File: config.mk
export PLATFORM = sky130hd
export DESIGN_NAME = waterloo_text_sequencer
export DESIGN_NICKNAME = d
export VERILOG_FILES = /design/src/rtl/text_overlay_pkg.sv /design/src/rtl/frame_period_counter.sv /design/src/rtl/waterloo_text_sequencer.sv
export SDC_FILE = /design/constraint.sdc
export NUM_CORES = 1
export LEC_CHECK = 0
export CAP_MARGIN = 25
export CORE_ASPECT_RATIO = 0.6
export CORE_UTILIZATION = 32
export DETAILED_ROUTE_END_ITERATION = 6
export DONT_BUFFER_PORTS = 1
export SLEW_MARGIN = 20
export SYNTH_ARGS = -nofsm -noshare
export SYNTH_HDL_FRONTEND = slang
export SYNTH_SLANG_ARGS = --single-unit
File: constraint.sdc
create_clock -name clk -period 4.4 [get_ports clk]
set_clock_uncertainty 0.05 [all_clocks]
set_input_delay 0.44 -clock clk [delete_from_list [all_inputs] [get_ports clk]]
set_output_delay 0.44 -clock clk [all_outputs]
set_load 0.01 [all_outputs]
File: src/rtl/text_overlay_pkg.sv
// Shared definitions for the WATERLOO ENG overlay text path.
// The text generator and its sequencer both import this package.
package text_overlay_pkg;

    typedef enum logic [2:0] {
        IDLE,
        TYPE,
        HOLD,
        BLINK,
        ERASE
    } seq_state_e;

    localparam logic [5:0] COLOR_GOLD = 6'b110110;
    localparam int TEXT_NUM_CHARS = 12;

endpackage

File: src/rtl/frame_period_counter.sv
// Frame tick counter that flags the last tick of a programmable period
// and wraps, so consecutive periods run back to back.
module frame_period_counter #(
    parameter int CNT_W = 8
) (
    input  logic             clk,
    input  logic             rst_n,
    input  logic             clr,
    input  logic             tick,
    input  logic [CNT_W-1:0] period,
    output logic             elapsed
);

    logic [CNT_W-1:0] cnt_q;
    logic [CNT_W-1:0] cnt_d;

    assign elapsed = tick && (cnt_q == (period - CNT_W'(1)));

    always_comb begin
        cnt_d = cnt_q;
        if (clr) begin
            cnt_d = '0;
        end else if (tick) begin
            cnt_d = elapsed ? '0 : cnt_q + CNT_W'(1);
        end
    end

    always_ff @(posedge clk or negedge rst_n) begin
        if (!rst_n) begin
            cnt_q <= '0;
        end else begin
            cnt_q <= cnt_d;
        end
    end

endmodule

File: src/rtl/waterloo_text_sequencer.sv
// Typewriter reveal, hold, blink and erase sequencer for the overlay text.
// All visible changes land on frame_tick so the text never tears.
module waterloo_text_sequencer
    import text_overlay_pkg::*;
#(
    parameter int NUM_CHARS    = TEXT_NUM_CHARS,
    parameter int CHAR_FRAMES  = 6,
    parameter int HOLD_FRAMES  = 120,
    parameter int BLINK_FRAMES = 15,
    parameter int BLINK_COUNT  = 3,
    parameter int CNT_W        = 8
) (
    input  logic       clk,
    input  logic       rst_n,
    input  logic       enable,
    input  logic       start,
    input  logic       loop_en,
    input  logic       frame_tick,
    output logic [3:0] char_limit,
    output logic       text_on,
    output logic [5:0] text_rgb,
    output logic       busy,
    output logic       done
);

    localparam int BW = $clog2(2 * BLINK_COUNT + 1);
    localparam logic [3:0] NUM_L = 4'(NUM_CHARS);
    localparam logic [BW-1:0] BLINK_END = BW'(2 * BLINK_COUNT);

    seq_state_e state_q, state_d;
    logic [3:0] lim_q, lim_d;
    logic [BW-1:0] blink_q, blink_d;
    logic on_q, on_d;
    logic busy_q, busy_d;
    logic done_q, done_d;
    logic [CNT_W-1:0] period;
    logic elapsed;
    logic clr;

    always_comb begin
        unique case (state_q)
            HOLD:    period = CNT_W'(HOLD_FRAMES);
            BLINK:   period = CNT_W'(BLINK_FRAMES);
            default: period = CNT_W'(CHAR_FRAMES);
        endcase
    end

    // Idle keeps fc parked at zero, so a start+tick cycle is not counted.
    assign clr = (state_d != state_q) || (state_q == IDLE);

    frame_period_counter #(
        .CNT_W(CNT_W)
    ) u_fc (
        .clk    (clk),
        .rst_n  (rst_n),
        .clr    (clr),
        .tick   (frame_tick),
        .period (period),
        .elapsed(elapsed)
    );

    always_comb begin
        state_d = state_q;
        lim_d   = lim_q;
        blink_d = blink_q;
        on_d    = on_q;
        busy_d  = busy_q;
        done_d  = 1'b0;
        if (!enable) begin
            state_d = IDLE;
            lim_d   = '0;
            blink_d = '0;
            on_d    = 1'b0;
            busy_d  = 1'b0;
        end else begin
            unique case (state_q)
                IDLE: begin
                    if (start) begin
                        state_d = TYPE;
                        lim_d   = '0;
                        on_d    = 1'b1;
                        busy_d  = 1'b1;
                    end
                end
                TYPE: begin
                    if (elapsed && lim_q < NUM_L) begin
                        lim_d = lim_q + 4'd1;
                        if (lim_q + 4'd1 == NUM_L) begin
                            state_d = HOLD;
                        end
                    end
                end
                HOLD: begin
                    if (elapsed) begin
                        state_d = BLINK;
                        on_d    = 1'b0;
                        blink_d = '0;
                    end
                end
                BLINK: begin
                    if (elapsed) begin
                        blink_d = blink_q + BW'(1);
                        // The final half-period ends "on", so erase starts visible.
                        if (blink_q + BW'(1) == BLINK_END) begin
                            state_d = ERASE;
                            on_d    = 1'b1;
                        end else begin
                            on_d = !on_q;
                        end
                    end
                end
                ERASE: begin
                    if (elapsed && lim_q != 4'd0) begin
                        lim_d = lim_q - 4'd1;
                        if (lim_q == 4'd1) begin
                            done_d  = 1'b1;
                            blink_d = '0;
                            if (loop_en) begin
                                state_d = TYPE;
                                on_d    = 1'b1;
                            end else begin
                                state_d = IDLE;
                                on_d    = 1'b0;
                                busy_d  = 1'b0;
                            end
                        end
                    end
                end
                default: begin
                    state_d = IDLE;
                    lim_d   = '0;
                    blink_d = '0;
                    on_d    = 1'b0;
                    busy_d  = 1'b0;
                end
            endcase
        end
    end

    always_ff @(posedge clk or negedge rst_n) begin
        if (!rst_n) begin
            state_q <= IDLE;
            lim_q   <= '0;
            blink_q <= '0;
            on_q    <= 1'b0;
            busy_q  <= 1'b0;
            done_q  <= 1'b0;
        end else begin
            state_q <= state_d;
            lim_q   <= lim_d;
            blink_q <= blink_d;
            on_q    <= on_d;
            busy_q  <= busy_d;
            done_q  <= done_d;
        end
    end

    assign char_limit = lim_q;
    assign text_on    = on_q;
    assign busy       = busy_q;
    assign done       = done_q;
    assign text_rgb   = COLOR_GOLD;

endmodule

# Yosys cells after proc, flatten, opt, wreduce, memory -nomap -nowiden
# Cells that the tools add are included.
# word_totals
in_bits,6
output_inout_bits,13
register_bits,21
word_cells,92
# op_classes
n_reduce_logical,15
n_mux,44
n_lt_le_gt_ge,1
eq_ne,20
add_sub_neg,5
# op_table
op,count
$mux 3,14
$mux 8,3
$ne 3x3->1 const B,7
$mux 1,17
$mux 4,4
$pmux 4 s4,1
$pmux 3 s5,1
$pmux 7 s2,1
$pmux 3 s4,1
$reduce_and 5->1,2
$add 8x1->8 const B,1
$eq 8x8->1,1
$ne 2x2->1 const B,4
$sub 7x1->8 const B,1
$eq 3x2->1 const B,2
$eq 3x3->1 const B,2
$reduce_and 6->1,1
$pmux 1 s5,1
$add 4x1->4 const B,1
$eq 4x1->1 const B,1
$eq 4x4->1 const B,1
$lt 4x4->1 const B,1
$reduce_and 4->1,1
$reduce_bool 4->1,1
12 further kinds,15

# Longest topological paths before layout
# Gate-level depths: netlist (run 1).
# depth
depth_word,12
ltp_mapped,7
mapped_depth_nobuf,7

# Cells and area by module
# From an unflattened synthesis (run 1), not the netlist that was laid out.
# hier_totals
cells_unflattened,216
hier_area_um2,1878.1
# by_module_without_submodules
mod,seq_area_each_um2,area_each_um2,cells_per_inst,instances
waterloo_text_sequencer,325.3,1151.1,131,1
frame_period_counter,200.2,726.9,85,1

# Worst setup path before layout (run 1)
# OpenSTA, ideal clock, no wires.
# synth_timing
path_type,register to register
start,reg state_q[2]
end,reg lim_q[0] (netlist: char_limit[0])
setup_ns,0.125
required_ns,4.225
path_slack_ns,2.186
arrival_ns,2.039
n_path_buf,0
path_stages_with_launch,7
period_less_slack_ns,2.214
path_cell_list,dfrtp_1 > or3b_4 > mux2i_4 > nor4b_4 > and4_1 > o22ai_2 > mux2_4
# synth_between
elab_chain_len,8
elab_cells_between_ends,19
cone_classes,1 x add/sub; 9 x eq/ne; 3 x mux; 6 x reduce/logical
# synth_lines
element,line_no,text
from (decl),waterloo_text_sequencer.sv:30,"seq_state_e state_q, state_d;"
from (signal assigned),waterloo_text_sequencer.sv:149,state_q <= state_d;
$eq 3x2->1,"waterloo_text_sequencer.sv:41, waterloo_text_sequencer.sv:76",
$pmux 7 s2,waterloo_text_sequencer.sv:41,unique case (state_q)
$sub 7x1->8,frame_period_counter.sv:17,assign elapsed = tick && (cnt_q == (period - CNT_W'(1)));
$eq 8x8->1,frame_period_counter.sv:17,
$logic_and 1x1->1,frame_period_counter.sv:17,
$logic_and 1x1->1 (on tied branches),"waterloo_text_sequencer.sv:113, waterloo_text_sequencer.sv:86",
$ne 3x3->1 (no source line),n/a,
$reduce_and 4->1 (no source line),n/a,
to (signal assigned),waterloo_text_sequencer.sv:150,lim_q <= lim_d;
to (decl),waterloo_text_sequencer.sv:31,"logic [3:0] lim_q, lim_d;"
# Parallel ways exist; a longest one is shown, timed or not.
# A chain may end at the register's enable or synchronous reset.

# Worst setup path in the final report (run 1)
# layout_timing
start,reg state_q[2]
end,reg blink_q[1]
# layout_between
elab_chain_len,8
elab_cells_between_ends,19
cone_classes,1 x add/sub; 10 x eq/ne; 3 x mux; 5 x reduce/logical
# layout_lines
element,line_no,text
$eq 3x2->1,"waterloo_text_sequencer.sv:41, waterloo_text_sequencer.sv:76",
$pmux 7 s2,waterloo_text_sequencer.sv:41,
$sub 7x1->8,frame_period_counter.sv:17,
$eq 8x8->1,frame_period_counter.sv:17,
$logic_and 1x1->1,frame_period_counter.sv:17,
$logic_and 1x1->1,waterloo_text_sequencer.sv:113,if (elapsed && lim_q != 4'd0) begin
$ne 3x3->1 (no source line),n/a,
$reduce_and 5->1 (no source line),n/a,
to (signal assigned),waterloo_text_sequencer.sv:151,blink_q <= blink_d;
to (decl),waterloo_text_sequencer.sv:32,"logic [BW-1:0] blink_q, blink_d;"
# Parallel ways exist; a longest one is shown, timed or not.

==> results of run 1 <==
==> per-stage QoR <==
step                hold WS (ns)   util
finish                    0.0881  0.350
global placement          0.0949  0.340
floorplan                 0.0944      -
CTS                        0.242  0.351
detailed placement        0.0949  0.340
global route               0.121  0.350
==> routing by layer <==
metal | global-route usage | part of all wire | wire (um) | up-vias
met3 | 0.0512 | 0.087 | 376 | 2
met5 | 0 | 0 | 0 | -
li1 | - | - | - | 700
met1 | 0.274 | 0.54 | 2330 | 716
met2 | 0.193 | 0.37 | 1590 | 70
met4 | 0.0362 | 0.0035 | 15 | 0
==> where the power goes <==
group	leakage (nW)	internal, mW	total [mW]	switching [mW]
Sequential	0.288	0.199	0.213	0.0146
Combinational	0.415	0.0237	0.0631	0.0395
Clock	0.0255	0.0632	0.132	0.0686
==> final cells by class <==
cell class,count,share of cell area
Multi-Input combinational cell,158,0.606
Inverter,9,0.0190
Clock buffer,3,0.0232
Sequential cell,21,0.295
Clock inverter,1,0.00281
Timing Repair Buffer,2,0.00703
Tap cell,66,0.0464
==> state kept, by name, indices dropped and copies added (netlist names) <==
register,count
text_on,1
u_fc.cnt_q,8
blink_q,3
char_limit,4
busy,1
state_q,3
done,1
==> worst paths after layout <==
kind / endpoint / slack [ns] / cells after the start
max: blink_q[1]$_DFFE_PN0P_ / 1.55 / 6
min: u_fc.cnt_q[7]$_DFFE_PN0P_ / 0.09 / 1
max reg2reg: blink_q[1]$_DFFE_PN0P_ / 1.55 / 6
min reg2reg: blink_q[0]$_DFFE_PN0P_ / 0.47 / 1
max in group asynchronous: u_fc.cnt_q[6]$_DFFE_PN0P_ / 3.87 / 1
min in group clk: char_limit[1]$_DFFE_PN0P_ / 0.25 / 2
==> cell usage in the layout (no fill, tap or decap), types with 3 or more instances in the layout <==
cell type  synthesis  routed
a21oi_1            8       8
and3_1             5       5
clkbuf_8           0       3
conb_1             2       6
dfrtp_1           21      21
ha_1               7       7
inv_1              9       9
mux2i_1            6       6
nand2_1           21      21
nand2b_1           3       3
nand3_1            8       8
nand3b_1           3       3
nand4_1            4       4
nor2_1            14      14
nor2b_1            5       5
nor3_1            10      10
nor4_1             5       5
o21ai_0            8       8
xnor2_1            5       5
xor2_1             3       3
==> worst register-to-register path: stages (launching register included) <==
cell      delay [ns]
dfrtp_1         0.57
nand2b_1        0.34
xnor2_1         0.27
nor3_1          0.61
and3_1          0.32
a221o_1         0.23
mux2_2          0.34
==> logic make-up (layout without fill, tap and decap cells) <==
logic type,after synthesis,in the layout,share of synthesized area
simple gates,88,88,0.286
xor+xnor,8,8,0.0415
other cells,2,6,0.00445
buf+inv,20,15,0.0586
compound gates,39,39,0.173
flops,21,21,0.311
fa+ha+maj,7,7,0.0519
mux,10,10,0.0734
==> repair_timing <==
item,4_1_cts,5_1_grt
hold buffers,1,0
endpoints found under the hold margin,21,0
setup buffers,0,0
==> metrics.yaml, run 1 <==
cts_resized: 0
power_density_nw_per_um2: 230
num_antenna_cells: 0
placed_area_sq_um: 1730
dr.pass1.iters: 4
crit_start: "state_q[2]$_DFF_PN0_"
crit_path_top_delay_cell: "nor3_1"
final_cells: 260
gp_congestion: 0.923
hold_path.class: "input pin to asynchronous set/reset pin"
layout_min_cycle_time_ns: 2.85
grt.total_usage: 0.165
tightest_slew_ns: 0.697
synth_seq_area_share: 0.311
crit_type: "flop to flop"
synth_cells: 195
multi_input_area_sq_um: 1080
n_fill_cell: 524
mappedNetlistArea_sq_um: 1690
post-route-cell-area_sq_um: 1780
cp-start-kind: "flop"
grt-ovfl-total: 0
vias: 1488
cts_root_buf: "clkbuf_8"
core-area_sq_um: 5080
fin_setup_tns_ns: 0
worstSetupEndpointType: "flop"
synth_area_leaders: "dfrtp_1 31%, ha_1 5.2%, nand2_1 4.7%, mux2i_1 3.6%, nor2_1 3.1%"
synth_edf_count: 0
ys_warn_count: 0
final_antenna_net_count: 0
die_w_um: 95.8
total_power_mw: 0.408
placedCellCount: 255
hold_violations: 0
critPathMaxStageDelay_ns: 0.61
io_buffers: 0
pre_cts_slack_ns: 1.64
grt_start_max_net_pins: 22
vdd_ir_drop_max_v: 0.000109
vias_per_cell: 5.72
synthDistinctLibCells: 55
area_growth_syn_to_layout_pct: 5.41
grt_pass1_vias: 1277
leakage_nw: 0.729
synth_seq_cells: 21
cts_buffer_depth: 2
status: "complete, no violations"
dieArea_sq_um: 5580
rsz0062_at_grt: "no"
max_freq_ghz: 0.351
critPathArrivalTime_ns: 2.95
cts_tree: "yes"
crit_required_ns: 4.50
final-seq-area_sq_um: 526
cp_cell_sequence: "nand2b_1, xnor2_1, nor3_1, and3_1, a221o_1, mux2_2"
path_delay_family: "simple AND/OR/NAND/NOR gates"
wl_mm: 4.31
cp_max_fo: 17
drive_gt1_frac: 0.0773
yosysTopAreaCell: "dfrtp_1"
drcViolationCount: 0
cts.sinks: 21
synth.avg_cell_area_sq_um: 8.66
synthArstFlopShare: 1.00
cts_buffers: 3
ys_top_cells_by_count: "21 x dfrtp_1, 21 x nand2_1, 14 x nor2_1"
placementRows: 20
synthFlopType: "dfrtp_1"
regToRegStartpoint: "state_q[2]$_DFF_PN0_"
final-setup-viol-count: 0
nets: 208
dp_hpwl_mm: 3.25
wl_per_cell_um: 16.6
slew_viol_final: 0
yosys.area.top_type_share: 0.311
clk_latency_ns: 0.27
drtIter0Drc: 123
critPathBufInv: 0
initial_core_util: 0.332
clkTransAtPathRegs_ns: 0.08
io_pins: 19
slew_headroom: 0.533
chipHeight_um: 58.3
grt_pass1_wl_mm: 6.85
antenna_found_initial: 0
layout_setup_ws_ns: 1.55
period_share: 0.647
maxCapViolations: 0
cts-htree-levels: 1
No activity file was read; power rests on OpenSTA's default activity.
==> run 2: changes to the inputs <==
ABC_AREA = 1   (was unset)
clock period = 2.39 ns   (was 4.4 ns; I/O delays follow)
==> run 2 against run 1 <==
Effect of this change:
- fmax rose by 32%
- wire length down 21%
- cell count grew 11%
- critical path type unchanged
- largest power group unchanged
- highest routed layer unchanged
==> metrics.yaml, run 2 <==
drcViolationCount: 0
seqPwrFrac: 0.525
hold_path.class: "input pin to flop"
rr_worst_depth: 15
dieArea_sq_um: 5260
grt_pass1_wl_mm: 6.03
drtIter0Drc: 152
yosys.area.top_type_share: 0.331
crit_path_top_delay_cell: "dfrtp_1"
synth_area_leaders: "dfrtp_1 33%, nand2_1 11%, inv_1 7.3%, nand3_1 6.6%, ha_1 5.5%"
power_density_nw_per_um2: 428
final_cell_mix: "46 x nand2_1, 31 x inv_1, 21 x nor2_1, 21 x nand3_1, 21 x dfrtp_1"
wl_per_cell_um: 11.9
io_buffers: 0
reg2reg_slack_ns: 0.24
cp_max_fo: 9
cp-start-kind: "flop"
regToRegStartpoint: "state_q[1]$_DFF_PN0_"
status: "complete, no violations"
synthDistinctLibCells: 28
area_growth_syn_to_layout_pct: 6.38
clk_latency_ns: 0.27
layout_setup_ws_ns: 0.236
num_antenna_cells: 0
wl_mm: 3.42
synth_edf_count: 0
synthArstFlopShare: 1.00
endpoint: "u_fc.cnt_q[0]$_DFFE_PN0P_"
synth_cells: 222
max_freq_ghz: 0.464
final_antenna_net_count: 0
drive_gt1_frac: 0.142
ys_top_cells_by_count: "46 x nand2_1, 31 x inv_1, 21 x dfrtp_1, 21 x nand3_1, 21 x nor2_1"
leakage_nw: 0.824
cts_root_buf: "clkbuf_8"
chipHeight_um: 56.6
synth_seq_area_share: 0.331
cts_buffers: 3
mappedNetlistArea_sq_um: 1590
io_pins: 19
layout_min_cycle_time_ns: 2.15
largest_register_ffs: 8
cp_cell_sequence: "nand2_1, nor2_2, nand2_1, nand2_1, inv_2, nor2_8, nand3_4, nand2_1, nand2_1, nand2_1, nand2_1, nand2_1, nand2_1, nand3_4, nor2_2"
gp_congestion: 0.871
combPwrFrac: 0.142
switchingPower_mw: 0.210
fin_setup_tns_ns: 0
nets: 239
cts.sinks: 21
vdd_ir_drop_max_v: 0.000172
core-area_sq_um: 4660
synthFlopType: "dfrtp_1"
synth_seq_cells: 21
placementRows: 19
layout_commonest_cell: "nand2_1"
crit_required_ns: 2.49
total_power_mw: 0.724
cts_tree: "yes"
dp_hpwl_mm: 2.73
die_w_um: 92.9
yosysMostFrequentCell: "nand2_1"
timing.rr.end: "u_fc.cnt_q[0]$_DFFE_PN0P_"
p_int_mw: 0.513
period_share: 0.901
vias: 1336
worstHoldStart: "enable"
cts_buffer_depth: 2
crit_top_cell: "nand2_1"
crit_type: "flop to flop"
post_cts_buffers: 0
rsz0062_at_grt: "no"
vias_per_cell: 4.64
dr.pass1.iters: 4
p_sw_frac: 0.290
grt.total_usage: 0.150
critPathArrivalTime_ns: 2.26
crit_start: "state_q[1]$_DFF_PN0_"
synth.avg_cell_area_sq_um: 7.15
initial_core_util: 0.341
yosysTopAreaCell: "dfrtp_1"
pre_cts_slack_ns: 0.262
grt_pass1_vias: 1245
critPathMaxStageDelay_ns: 0.49
hold_violations: 0
ys_warn_count: 0
p_clk_frac: 0.334
slew_viol_final: 0
cts-htree-levels: 1
clkTransAtPathRegs_ns: 0.07
final-setup-viol-count: 0
maxCapViolations: 0
antenna_found_initial: 0
top_register: "u_fc.cnt_q"
grt-ovfl-total: 0
worstSetupEndpointType: "flop"
grt_start_max_net_pins: 22
## run 2: cell types whose count changed after synthesis, sizes merged, moves of 4 or more
cell and delta:
inv +27, nand3 +17, nor2b -5, mux2i -7
nand2 +30, and3 -5, nor2 +20, nor4 -5
a21oi -4, o21ai +8, xnor2 -4, nor3 -5
## run 2: routing by layer
layer / wire length, um / share of wire / GRT usage / vias up
met1: 1900 / 0.55 / 0.241 / 592
met3: 291 / 0.085 / 0.0393 / 4
met5: 0 / 0 / 0 / -
met2: 1190 / 0.35 / 0.187 / 47
li1: - / - / - / 693
met4: 42 / 0.012 / 0.0462 / 0
## run 2: cell type report
| cell class | count | area [sq um] |
|---|---|---|
| inverter | 36 | 135 |
| timing repair buffer | 2 | 15.0 |
| multi-input combinational | 162 | 890 |
| sequential | 21 | 526 |
| fill | 513 | 2970 |
| clock buffer | 4 | 45.0 |
| tap | 63 | 78.8 |
## run 2: worst min-delay path by stage
stage	endpoint	slack [ns]	cells past startpoint
global placement	char_limit[1]$_DFFE_PN0P_	-0.11	0
global route	state_q[1]$_DFF_PN0_	0.03	2
CTS	state_q[1]$_DFF_PN0_	0.03	2
finish	state_q[1]$_DFF_PN0_	0.03	2
detailed placement	char_limit[1]$_DFFE_PN0P_	-0.11	0
floorplan	blink_q[0]$_DFFE_PN0P_	-0.11	0
## run 2: kinds of logic (layout without fill, tap and decap cells)
| logic type | after synthesis | in the layout | share of synthesized area |
|---|---|---|---|
| AND/OR/NAND/NOR | 118 | 118 | 0.374 |
| AO/OA/AOI/OAI | 25 | 25 | 0.0843 |
| buffers and inverters | 43 | 42 | 0.118 |
| flip-flops | 21 | 21 | 0.331 |
| adder cells (fa/ha/maj) | 7 | 7 | 0.0552 |
| other | 2 | 6 | 0.00473 |
| XOR/XNOR | 6 | 6 | 0.0331 |
## run 2: worst max-delay path: cells and delay by family (launching register included)
family	cells	cell delay [ns]
simple gates	14	1.43
buf+inv	1	0.07
flops	1	0.49
## run 2: metrics by stage
step                       util  instance area [sq um]  hold WS, ns  std cells
after floorplan               -                   1600       -0.107        226
after global placement    0.350                   1630       -0.106        282
after detailed placement  0.350                   1630       -0.106        282
after CTS                 0.361                   1680       0.0292        287
after global routing      0.363                   1690       0.0289        288
final                     0.363                   1690       0.0348        288
## run 2: power by group through the flow
stage / combinational [mW] / sequential (mW) / clock (mW)
after floorplan: 0.0874 / 0.383 / 0
after CTS: 0.103 / 0.380 / 0.248
after global placement: 0.0929 / 0.386 / 0
final: 0.102 / 0.380 / 0.242
after global routing: 0.120 / 0.382 / 0.264
after detailed placement: 0.0929 / 0.387 / 0
## run 2: repair_timing
item | in CTS | in global routing
gates resized for setup | 0 | 0
endpoints found under the setup margin | 0 | 0
hold endpoints to repair | 21 | 21
hold buffers | 1 | 1
==> run 3: changes to the inputs <==
--- a/config.mk
+++ b/config.mk
@@ -12,4 +12,5 @@
 export DETAILED_ROUTE_END_ITERATION = 6
 export DONT_BUFFER_PORTS = 1
+export MAX_ROUTING_LAYER = met4
 export SLEW_MARGIN = 20
 export SYNTH_ARGS = -nofsm -noshare
--- a/constraint.sdc
+++ b/constraint.sdc
@@ -3,3 +3,3 @@
 set_input_delay 0.239 -clock clk [delete_from_list [all_inputs] [get_ports clk]]
 set_output_delay 0.239 -clock clk [all_outputs]
-set_load 0.01 [all_outputs]
+set_load 0.02 [all_outputs]
==> run 3 against run 2 <==
Effect of this change:
- wire length is 2.1% higher
- final area hardly changed
- highest routed layer unchanged
- fmax is 0.79% lower
- clock power is 2% lower
==> metrics.yaml, run 3 (synthesized netlist as in run 2, its figures left out) <==
grt-ovfl-total: 0
grt_pass1_wl_mm: 6.10
endpoint: "u_fc.cnt_q[0]$_DFFE_PN0P_"
regToRegStartpoint: "state_q[2]$_DFF_PN0_"
status: "complete, no violations"
cts.sinks: 21
core-area_sq_um: 4660
crit_type: "flop to flop"
chipHeight_um: 56.6
placedCellCount: 282
cts_root_buf: "clkbuf_8"
maxCapViolations: 0
pre_cts_slack_ns: 0.265
final_cells: 288
power_density_nw_per_um2: 432
wl_mm: 3.49
crit_start: "state_q[2]$_DFF_PN0_"
num_antenna_cells: 0
fin_setup_tns_ns: 0
io_buffers: 0
wl_per_cell_um: 12.1
rsz0062_at_grt: "no"
crit_path_top_delay_cell: "dfrtp_1"
grt_pass1_vias: 1209
vias_per_cell: 4.63
slew_viol_final: 0
critical_path_depth: 16
cts-htree-levels: 1
slew_headroom: 0.660
initial_core_util: 0.341
top_register: "u_fc.cnt_q"
critPathMaxStageDelay_ns: 0.47
final-setup-viol-count: 0
clkTransAtPathRegs_ns: 0.07
area_growth_syn_to_layout_pct: 6.46
hold_violations: 0
post-route-util: 0.363
cp-start-kind: "flop"
largest_register_ffs: 8
worstSetupEndpointType: "flop"
dieArea_sq_um: 5260
period_share: 0.909
path_delay_family: "simple AND/OR/NAND/NOR gates"
placementRows: 19
vdd_ir_drop_max_v: 0.000175
reg2reg_slack_ns: 0.22
drtIter0Drc: 95
crit_required_ns: 2.49
io_pins: 19
final_cell_mix: "46 x nand2_1, 31 x inv_1, 21 x nor2_1, 21 x nand3_1, 20 x dfrtp_1"
cts_buffers: 3
leakage_nw: 0.823
rr_worst_depth: 16
critPathArrivalTime_ns: 2.27
timing.rr.end: "u_fc.cnt_q[0]$_DFFE_PN0P_"
drcViolationCount: 0
cp_max_fo: 9
grt_start_max_net_pins: 22
cts_buffer_depth: 2
hold_path.class: "input pin to flop"
cp_cell_sequence: "inv_2, nand2_2, nor2_1, nand2_1, nand2_1, nand2_4, nor2_8, nand3_4, nand2_1, nand2_1, nand2_1, nand2_1, nand2_1, nand2_1, nand3_4, nor2_2"
crit_top_cell: "nand2_1"
die_w_um: 92.9
antenna_found_initial: 0
max_freq_ghz: 0.461
tightest_slew_ns: 0.510
layout_min_cycle_time_ns: 2.17
nets: 239
post_cts_buffers: 0
clk_latency_ns: 0.26
cts_tree: "yes"
grt.total_usage: 0.156
layout_setup_ws_ns: 0.218
drive_gt1_frac: 0.147
dr.pass1.iters: 7
layout_commonest_cell: "nand2_1"
gp_congestion: 0.877
dp_hpwl_mm: 2.75
final_antenna_net_count: 0
vias: 1332
hold_slack_ns: 0.0435
critPathBufInv: 1
run 3: cell types whose count changed in the layout (fill, tap and decap cells not counted):
cell / delta
dfrtp_2: +1
dfrtp_1: -1
run 3: metal layers:
layer	vias to the layer above	GRT usage	wire length [um]
li1	698	-	-
met1	601	0.245	2030
met2	31	0.183	1230
met3	2	0.0474	209
met4	0	0.0418	29
met5	-	-	0
run 3: what timing repair did:
| item | in CTS | in global routing |
|---|---|---|
| setup endpoints to repair | 0 | 8 |
| hold buffers | 1 | 1 |
| gates resized for setup | 0 | 1 |
| hold endpoints to repair | 21 | 21 |
run 3: layout make-up:
cell class	instances	area (sq um)
sequential	21	527
clock buffer	4	45.0
inverter	36	135
multi-input combinational	162	890
timing repair buffer	2	15.0
tap	63	78.8
fill	499	2970
run 3: where the power goes:
| group | switching, mW | total, mW | internal, mW |
|---|---|---|---|
| clock network | 0.118 | 0.237 | 0.119 |
| logic | 0.0777 | 0.108 | 0.0298 |
| registers | 0.0206 | 0.385 | 0.364 |
run 3: worst min-delay path by stage:
| stage | depth (start not counted) | start | to | slack, ns |
|---|---|---|---|---|
| floorplan | 0 | rst_n | blink_q[0]$_DFFE_PN0P_ | -0.11 |
| global placement | 0 | rst_n | char_limit[1]$_DFFE_PN0P_ | -0.11 |
| detailed placement | 0 | rst_n | char_limit[1]$_DFFE_PN0P_ | -0.11 |
| CTS | 2 | enable | state_q[1]$_DFF_PN0_ | 0.04 |
| global route | 2 | enable | state_q[1]$_DFF_PN0_ | 0.03 |
| finish | 2 | enable | state_q[1]$_DFF_PN0_ | 0.04 |
run 3: per-stage QoR:
| step | power [mW] | instance area, sq um |
|---|---|---|
| after global routing | 0.775 | 1690 |
| after CTS | 0.740 | 1680 |
| after detailed placement | 0.490 | 1630 |
| after global placement | 0.489 | 1630 |
| final | 0.730 | 1690 |
| after floorplan | 0.480 | 1600 |
